--- config.mk ---
export PLATFORM = sky130hd
export DESIGN_NAME = fifo_sync_ctrl_flat
export DESIGN_NICKNAME = d
export VERILOG_FILES = /design/src/rtl/fifo_sync_ctrl_if.sv /design/src/rtl/fifo_sync_ctrl.sv /design/src/flat_wrapper.sv
export SDC_FILE = /design/constraint.sdc
export NUM_CORES = 1
export LEC_CHECK = 0
export CAP_MARGIN = 20
export CORE_MARGIN = 5
export CORE_UTILIZATION = 50
export DETAILED_ROUTE_END_ITERATION = 16
export GPL_TIMING_DRIVEN = 1
export PLACE_DENSITY = 0.84
export SETUP_SLACK_MARGIN = 0.05
export SYNTH_ARGS = -nofsm -noshare
export SYNTH_HDL_FRONTEND = slang
export SYNTH_SLANG_ARGS = --single-unit
--- constraint.sdc ---
create_clock -name w_Clk -period 6.05 [get_ports w_Clk]
set_input_delay 1.5125 -clock w_Clk [delete_from_list [all_inputs] [get_ports w_Clk]]
set_output_delay 1.5125 -clock w_Clk [all_outputs]
set_load 0.01 [all_outputs]
--- src/rtl/fifo_sync_ctrl_if.sv ---
// Handshake, address and status bundle between the FIFO controller and its clients/fifomem.
// master = producer/consumer side, slave = controller side.
interface fifo_sync_ctrl_if #(
    parameter int address_Size = 5
);
    logic                    flush;
    logic                    wr_Req;
    logic                    rd_Req;
    logic                    w_Enable;
    logic [address_Size-1:0] w_Addr;
    logic [address_Size-1:0] r_Addr;
    logic                    fifo_Full;
    logic                    fifo_Empty;
    logic                    almost_Full;
    logic                    almost_Empty;
    logic [address_Size:0]   fill_Count;
    logic                    overflow_Err;
    logic                    underflow_Err;

    modport slave (
        input  flush, wr_Req, rd_Req,
        output w_Enable, w_Addr, r_Addr, fifo_Full, fifo_Empty,
               almost_Full, almost_Empty, fill_Count, overflow_Err, underflow_Err
    );

    modport master (
        output flush, wr_Req, rd_Req,
        input  w_Enable, w_Addr, r_Addr, fifo_Full, fifo_Empty,
               almost_Full, almost_Empty, fill_Count, overflow_Err, underflow_Err
    );
endinterface

--- src/rtl/fifo_sync_ctrl.sv ---
// Single-clock first-word-fall-through FIFO controller: owns the fifomem pointers
// and derives all status from registered pointer state.
module fifo_sync_ctrl #(
    parameter int address_Size = 5,
    parameter int af_Margin    = 2,
    parameter int ae_Margin    = 2
) (
    input logic               w_Clk,
    input logic               w_Rst,
    fifo_sync_ctrl_if.slave   bus
);
    localparam int DEPTH = 1 << address_Size;
    localparam logic [address_Size:0] AF_LVL = (address_Size+1)'(DEPTH - af_Margin);
    localparam logic [address_Size:0] AE_LVL = (address_Size+1)'(ae_Margin);

    logic [address_Size:0] wptr, rptr, fill;
    logic                  full, empty, push, pop;
    logic                  ovf_q, udf_q;

    // Extra MSB on each pointer distinguishes full from empty when the address bits match.
    assign empty = (wptr == rptr);
    assign full  = (wptr[address_Size-1:0] == rptr[address_Size-1:0]) &&
                   (wptr[address_Size] != rptr[address_Size]);
    assign fill  = wptr - rptr;

    assign push = bus.wr_Req & ~full  & ~bus.flush;
    assign pop  = bus.rd_Req & ~empty & ~bus.flush;

    always_ff @(posedge w_Clk) begin
        if (w_Rst) begin
            wptr  <= '0;
            rptr  <= '0;
            ovf_q <= 1'b0;
            udf_q <= 1'b0;
        end else if (bus.flush) begin
            wptr <= '0;
            rptr <= '0;
        end else begin
            if (push) wptr <= wptr + 1'b1;
            if (pop)  rptr <= rptr + 1'b1;
            if (bus.wr_Req & full)  ovf_q <= 1'b1;
            if (bus.rd_Req & empty) udf_q <= 1'b1;
        end
    end

    assign bus.w_Enable      = push;
    assign bus.w_Addr        = wptr[address_Size-1:0];
    assign bus.r_Addr        = rptr[address_Size-1:0];
    assign bus.fifo_Full     = full;
    assign bus.fifo_Empty    = empty;
    assign bus.fill_Count    = fill;
    assign bus.almost_Full   = (fill >= AF_LVL);
    assign bus.almost_Empty  = (fill <= AE_LVL);
    assign bus.overflow_Err  = ovf_q;
    assign bus.underflow_Err = udf_q;

    always_ff @(posedge w_Clk)
        assert (af_Margin < DEPTH && ae_Margin < DEPTH)
            else $error("fifo_sync_ctrl: af_Margin/ae_Margin must be below DEPTH");
endmodule

--- src/flat_wrapper.sv ---
// flat-port wrapper written by rule: the top's interface ports become plain ports
module fifo_sync_ctrl_flat 
#(
    parameter int address_Size = 5,
    parameter int af_Margin    = 2,
    parameter int ae_Margin    = 2
)
  (w_Clk, w_Rst, bus_flush, bus_wr_Req, bus_rd_Req, bus_w_Enable, bus_w_Addr, bus_r_Addr, bus_fifo_Full, bus_fifo_Empty, bus_almost_Full, bus_almost_Empty, bus_fill_Count, bus_overflow_Err, bus_underflow_Err);
  fifo_sync_ctrl_if #(.address_Size(address_Size)) bus_i ();
  input logic w_Clk;
  input logic w_Rst;
  input wire logic [$bits(bus_i.flush)-1:0] bus_flush;
  input wire logic [$bits(bus_i.wr_Req)-1:0] bus_wr_Req;
  input wire logic [$bits(bus_i.rd_Req)-1:0] bus_rd_Req;
  output wire logic [$bits(bus_i.w_Enable)-1:0] bus_w_Enable;
  output wire logic [$bits(bus_i.w_Addr)-1:0] bus_w_Addr;
  output wire logic [$bits(bus_i.r_Addr)-1:0] bus_r_Addr;
  output wire logic [$bits(bus_i.fifo_Full)-1:0] bus_fifo_Full;
  output wire logic [$bits(bus_i.fifo_Empty)-1:0] bus_fifo_Empty;
  output wire logic [$bits(bus_i.almost_Full)-1:0] bus_almost_Full;
  output wire logic [$bits(bus_i.almost_Empty)-1:0] bus_almost_Empty;
  output wire logic [$bits(bus_i.fill_Count)-1:0] bus_fill_Count;
  output wire logic [$bits(bus_i.overflow_Err)-1:0] bus_overflow_Err;
  output wire logic [$bits(bus_i.underflow_Err)-1:0] bus_underflow_Err;
  assign bus_i.flush = bus_flush;
  assign bus_i.wr_Req = bus_wr_Req;
  assign bus_i.rd_Req = bus_rd_Req;
  assign bus_w_Enable = bus_i.w_Enable;
  assign bus_w_Addr = bus_i.w_Addr;
  assign bus_r_Addr = bus_i.r_Addr;
  assign bus_fifo_Full = bus_i.fifo_Full;
  assign bus_fifo_Empty = bus_i.fifo_Empty;
  assign bus_almost_Full = bus_i.almost_Full;
  assign bus_almost_Empty = bus_i.almost_Empty;
  assign bus_fill_Count = bus_i.fill_Count;
  assign bus_overflow_Err = bus_i.overflow_Err;
  assign bus_underflow_Err = bus_i.underflow_Err;
  fifo_sync_ctrl #(.address_Size(address_Size), .af_Margin(af_Margin), .ae_Margin(ae_Margin)) u_core (.w_Clk(w_Clk), .w_Rst(w_Rst), .bus(bus_i));
endmodule
After elaboration in Yosys (flattened, before gate mapping)
Index checks and enable logic that the tools add are counted.
Widths: inputs -> output; s select.

cells by class
  add/sub/neg operators = 3
  multiply operators = 0
  div/mod/pow operators = 0
  $lt $le $gt $ge = 2
  equal/unequal tests = 3
  shift-type cells = 0
  mux-type cells = 0
  bitwise logic cells = 9
  reductions and logical operators = 4

operators with widths
  cell                 number
  $add 6x1->6 const B  2
  $and 1x1->1          6
  $eq 6x6->1           1
  $ge 6x5->1 const B   1
  $le 6x2->1 const B   1
  $sub 6x6->6          1
  $eq 5x5->1           1
  $reduce_and 2->1     2
  $not 1->1            3
  $reduce_or 2->1      1
  $logic_and 1x1->1    1
  $ne 1x1->1           1

word-level totals
  register bits = 14
  latch bits = 0
  RAM bits = 0
  ROM bits = 0
  input bits = 5
  word-level logic and storage cells = 25
  memories kept = 0

Depth between registers and ports, before layout
  depth after elaboration = 5
  gate-level depth with buffers = 8
  gate-level depth less buffers = 8

Worst setup path after synthesis
OpenSTA, ideal clock, no wires.

  kind = in2out
  from = input bus_flush
  to = output bus_w_Enable
  data arrival time = 1.955 ns
  required time = 4.537 ns
  path slack = 2.582 ns
  cell stages on the path = 1
  buffers on the path = 0
  cells stage by stage = a311oi_2

on the way
  longest elaborated chain between the ends = 2

RTL lines
  item                line                  RTL
  start: declaration  flat_wrapper.sv:12    input wire logic [$bits(bus_i.flush)-1:0] bus_flush;
  $not 1->1           fifo_sync_ctrl.sv:26  assign push = bus.wr_Req & ~full & ~bus.flush;
  $and 1x1->1         fifo_sync_ctrl.sv:26
  end: declaration    flat_wrapper.sv:15    output wire logic [$bits(bus_i.w_Enable)-1:0] bus_w_Enable;

No other way between the ends.

Worst setup path in the final report
Same ends and word-level chain as after synthesis.

==> reports/results.txt <==
Arrival time at the worst endpoint: 3.05 ns
Final layout net count: 145
Endpoint kind of the worst setup timing path: output port
Syn avg cell area: 8.55 sq um
Startpoint type of the worst setup path: input pin
Post-synth net total: 125
Final hold viol count: 0
Clock Latency Late Sink: 0.29 ns
Maximum number of pins on one net before global-route repair: 13
Relative slew margins: 71.4%
Count of standard-cell rows: 15
Share of final-layout standard cells stronger than drive strength 1: 6.87%
Outcome: completed
Classification of the worst setup path: input pin to output port
Cell count of the worst hold path: 2
Mean routed wirelength per cell: 14.0 um
Total negative setup slack: 0 ns
Most instantiated flip-flop cell in the synthesis netlist: dfxtp_1
Post-synth ARST share: 0%
Clock tree from TritonCTS: built
Post-synth top area cell: dfxtp_1
Weighted congestion at the end of routability-driven global placement: 0.810
Most used standard cells in the synthesized netlist: nor2_1 (17), dfxtp_1 (14), buf_4 (10)
Synth warnings: 0
Number of flip-flops and latches in the synthesized netlist: 14
Maximum number of buffers from clock root to sink: 2
CTS hold repair buffers: 0
Number of flops mapped to enable cells by yosys: 0
Setup repair after global routing missed its margin: no
Max-slew violation count: 0
Share of the cycle needed by the critical path after routing: 75.4%
Worst min-delay path class: register to register
Measured slew at the worst slew-check pin: 0.430 ns
Cell area after synthesis: 957 sq um
Endpoint required time on the critical path: 4.54 ns
Antenna Cells: 0
Origin of the critical flop-to-flop path: u_core.rptr[2]
Number of detailed-routing iterations run before antenna repair: 4
CTS root buffer: clkbuf_4
Core Box Area: 1760 sq um
Number of antenna violations at the first check in global routing: 0
Final critical path time including I/O delays and setup: 4.56 ns
Post-CTS Resized: 0
Violation count after the first detailed-routing iteration: 10
Critical hold path startpoint: u_core.bus.underflow_Err
Overflow after GRT: 0
Count of cell types in the netlist: 36
Power density over the cells: 149 nW/um^2
Overall die height: 53.8 um
First-pass GRT wire length: 3580 um
Worst reg2reg endpoint: u_core.rptr[5]
DRC Markers: 0
Area growth from synthesis to final layout: 26.5%
Worst hold endpoint: u_core.bus.underflow_Err
Via count of the first global-routing pass: 807
Initial core utilization: 54.3%
Post CTS Setup Buffer Count: 0
Io pins: 28
Maximum frequency from static timing analysis: 219 MHz
Area share of the largest cell type after synthesis: 29.3%
Largest cells by area after synthesis: dfxtp_1 (29%), ha_1 (9.2%), buf_4 (7.8%), xnor2_1 (7.3%), nor2_1 (6.7%)
Overall fraction of global-route tracks in use: 17.1%
Number of sinks handled by clock tree synthesis: 14
Leakage dissipation: 0.466 nW
Die Area: 2890 sq um
Horiz. Die Dim: 53.8 um
Setup violations, final: 0
Smallest hold slack: 0.494 ns
Total Routed Length: 2180 um
# port buffers: 27
Clock-pin slew on the worst setup and hold paths: 0.08 ns
Most frequent cell after synthesis: nor2_1
Register-to-Register Setup Slack: 4.00 ns
Sequential area share after synthesis: 29.3%
Via density per instance: 5.43
Total number of vias: 847
Worst-case clock skew: 0.00566 ns
Total half-perimeter wirelength after legalization and detailed placement: 1680 um
Max-cap viol count: 0
TritonCTS buffer count: 3
Post-detailed-route count of antenna-violating nets: 0
Post-synthesis cell count: 112
Largest voltage drop on the vdd net: 0.113 mV
Depth of the worst register-to-register path: 7
CP max FO: 4
# H-tree levels: 1
[cell usage in the layout (no fill, tap or decap)]
master           count
fa_1                 1
xor2_1               3
nand2_1              2
nor4b_2              1
and4_1               1
or2_2                1
inv_1                9
a41o_1               1
clkbuf_8             1
nand3_1              2
o31ai_1              1
dfxtp_1             14
ha_1                 7
nand2b_1             1
a311oi_2             1
and2_1               1
nor3b_1              1
or3_1                1
a311o_1              1
o311a_1              1
a21o_1               1
clkbuf_4             3
mux2i_1              2
xor2_2               1
nand4_1              5
clkdlybuf4s50_1     27
o21ai_0              3
nor4_1               1
nor2_1              17
and3_1               2
a21oi_2              1
nor3_1               2
a21oi_1              5
a31oi_1              1
xnor2_1              8
nor2b_1              1
[report_power, final]
group	internal (mW)	switching, mW	total [mW]
clock network	0.0367	0.0324	0.0690
registers	0.0929	0.000892	0.0938
logic	0.00979	0.00841	0.0182
total	0.139	0.0417	0.181
[cells by family (layout without fill, tap and decap cells)]
kind of cell	after synthesis	after routing	synth area share, %
buffers and inverters	21	40	12.3
xor gates and xnor gates	12	12	11.8
muxes	2	2	2.09
AOI/OAI and AO/OA	16	16	12.0
adders and majority gates	8	8	11.2
and+or+nand+nor	39	39	21.3
DFF	14	14	29.3
[worst max path at each step]
stage | cells past startpoint | to | from | slack, ns
5_1_grt | 3 | bus_w_Enable | bus_flush | 1.44
4_1_cts | 3 | bus_w_Enable | bus_flush | 1.49
2_1_floorplan | 1 | bus_w_Enable | bus_flush | 2.58
3_3_place_gp | 3 | bus_w_Enable | bus_flush | 1.51
6_report | 3 | bus_w_Enable | bus_flush | 1.49
3_5_place_dp | 3 | bus_w_Enable | bus_flush | 1.50
[registers in the layout, summed over array words and instances (netlist names)]
name,flops
u_core.rptr,6
u_core.wptr,6
u_core.bus.overflow_Err,1
u_core.bus.underflow_Err,1
[routing by layer]
| metal | GRT usage [%] | part of all wire (%) | vias up |
|---|---|---|---|
| met5 | 0 | 0 | - |
| met2 | 27.4 | 49 | 22 |
| met1 | 20.7 | 45 | 405 |
| met3 | 4.16 | 4.3 | 5 |
| li1 | - | - | 415 |
| met4 | 9.36 | 1.7 | 0 |
[stage by stage]
stage               util [%]  power [mW]  cells  area (sq um)  setup WS, ns
global route            68.7       0.189    156          1210          1.44
finish                  68.7       0.181    156          1210          1.49
detailed placement      66.6       0.114    152          1170          1.50
CTS                     68.7       0.181    156          1210          1.49
global placement        66.6       0.114    152          1170          1.51
floorplan                  -       0.105    112           957          2.58
[area by class of cell]
cell class	count	area, sq um
Clock buffer	4	36.3
Fill cell	154	553
Inverter	9	33.8
Multi-Input combinational cell	77	559
Sequential cell	14	280
Tap cell	25	31.3
Timing Repair Buffer	27	270
[critical path: stages]
cell	delay, ns
clkdlybuf4s50_1	0.46
a311oi_2	0.45
clkdlybuf4s50_1	0.63
Power figures use the tool's default switching activity.
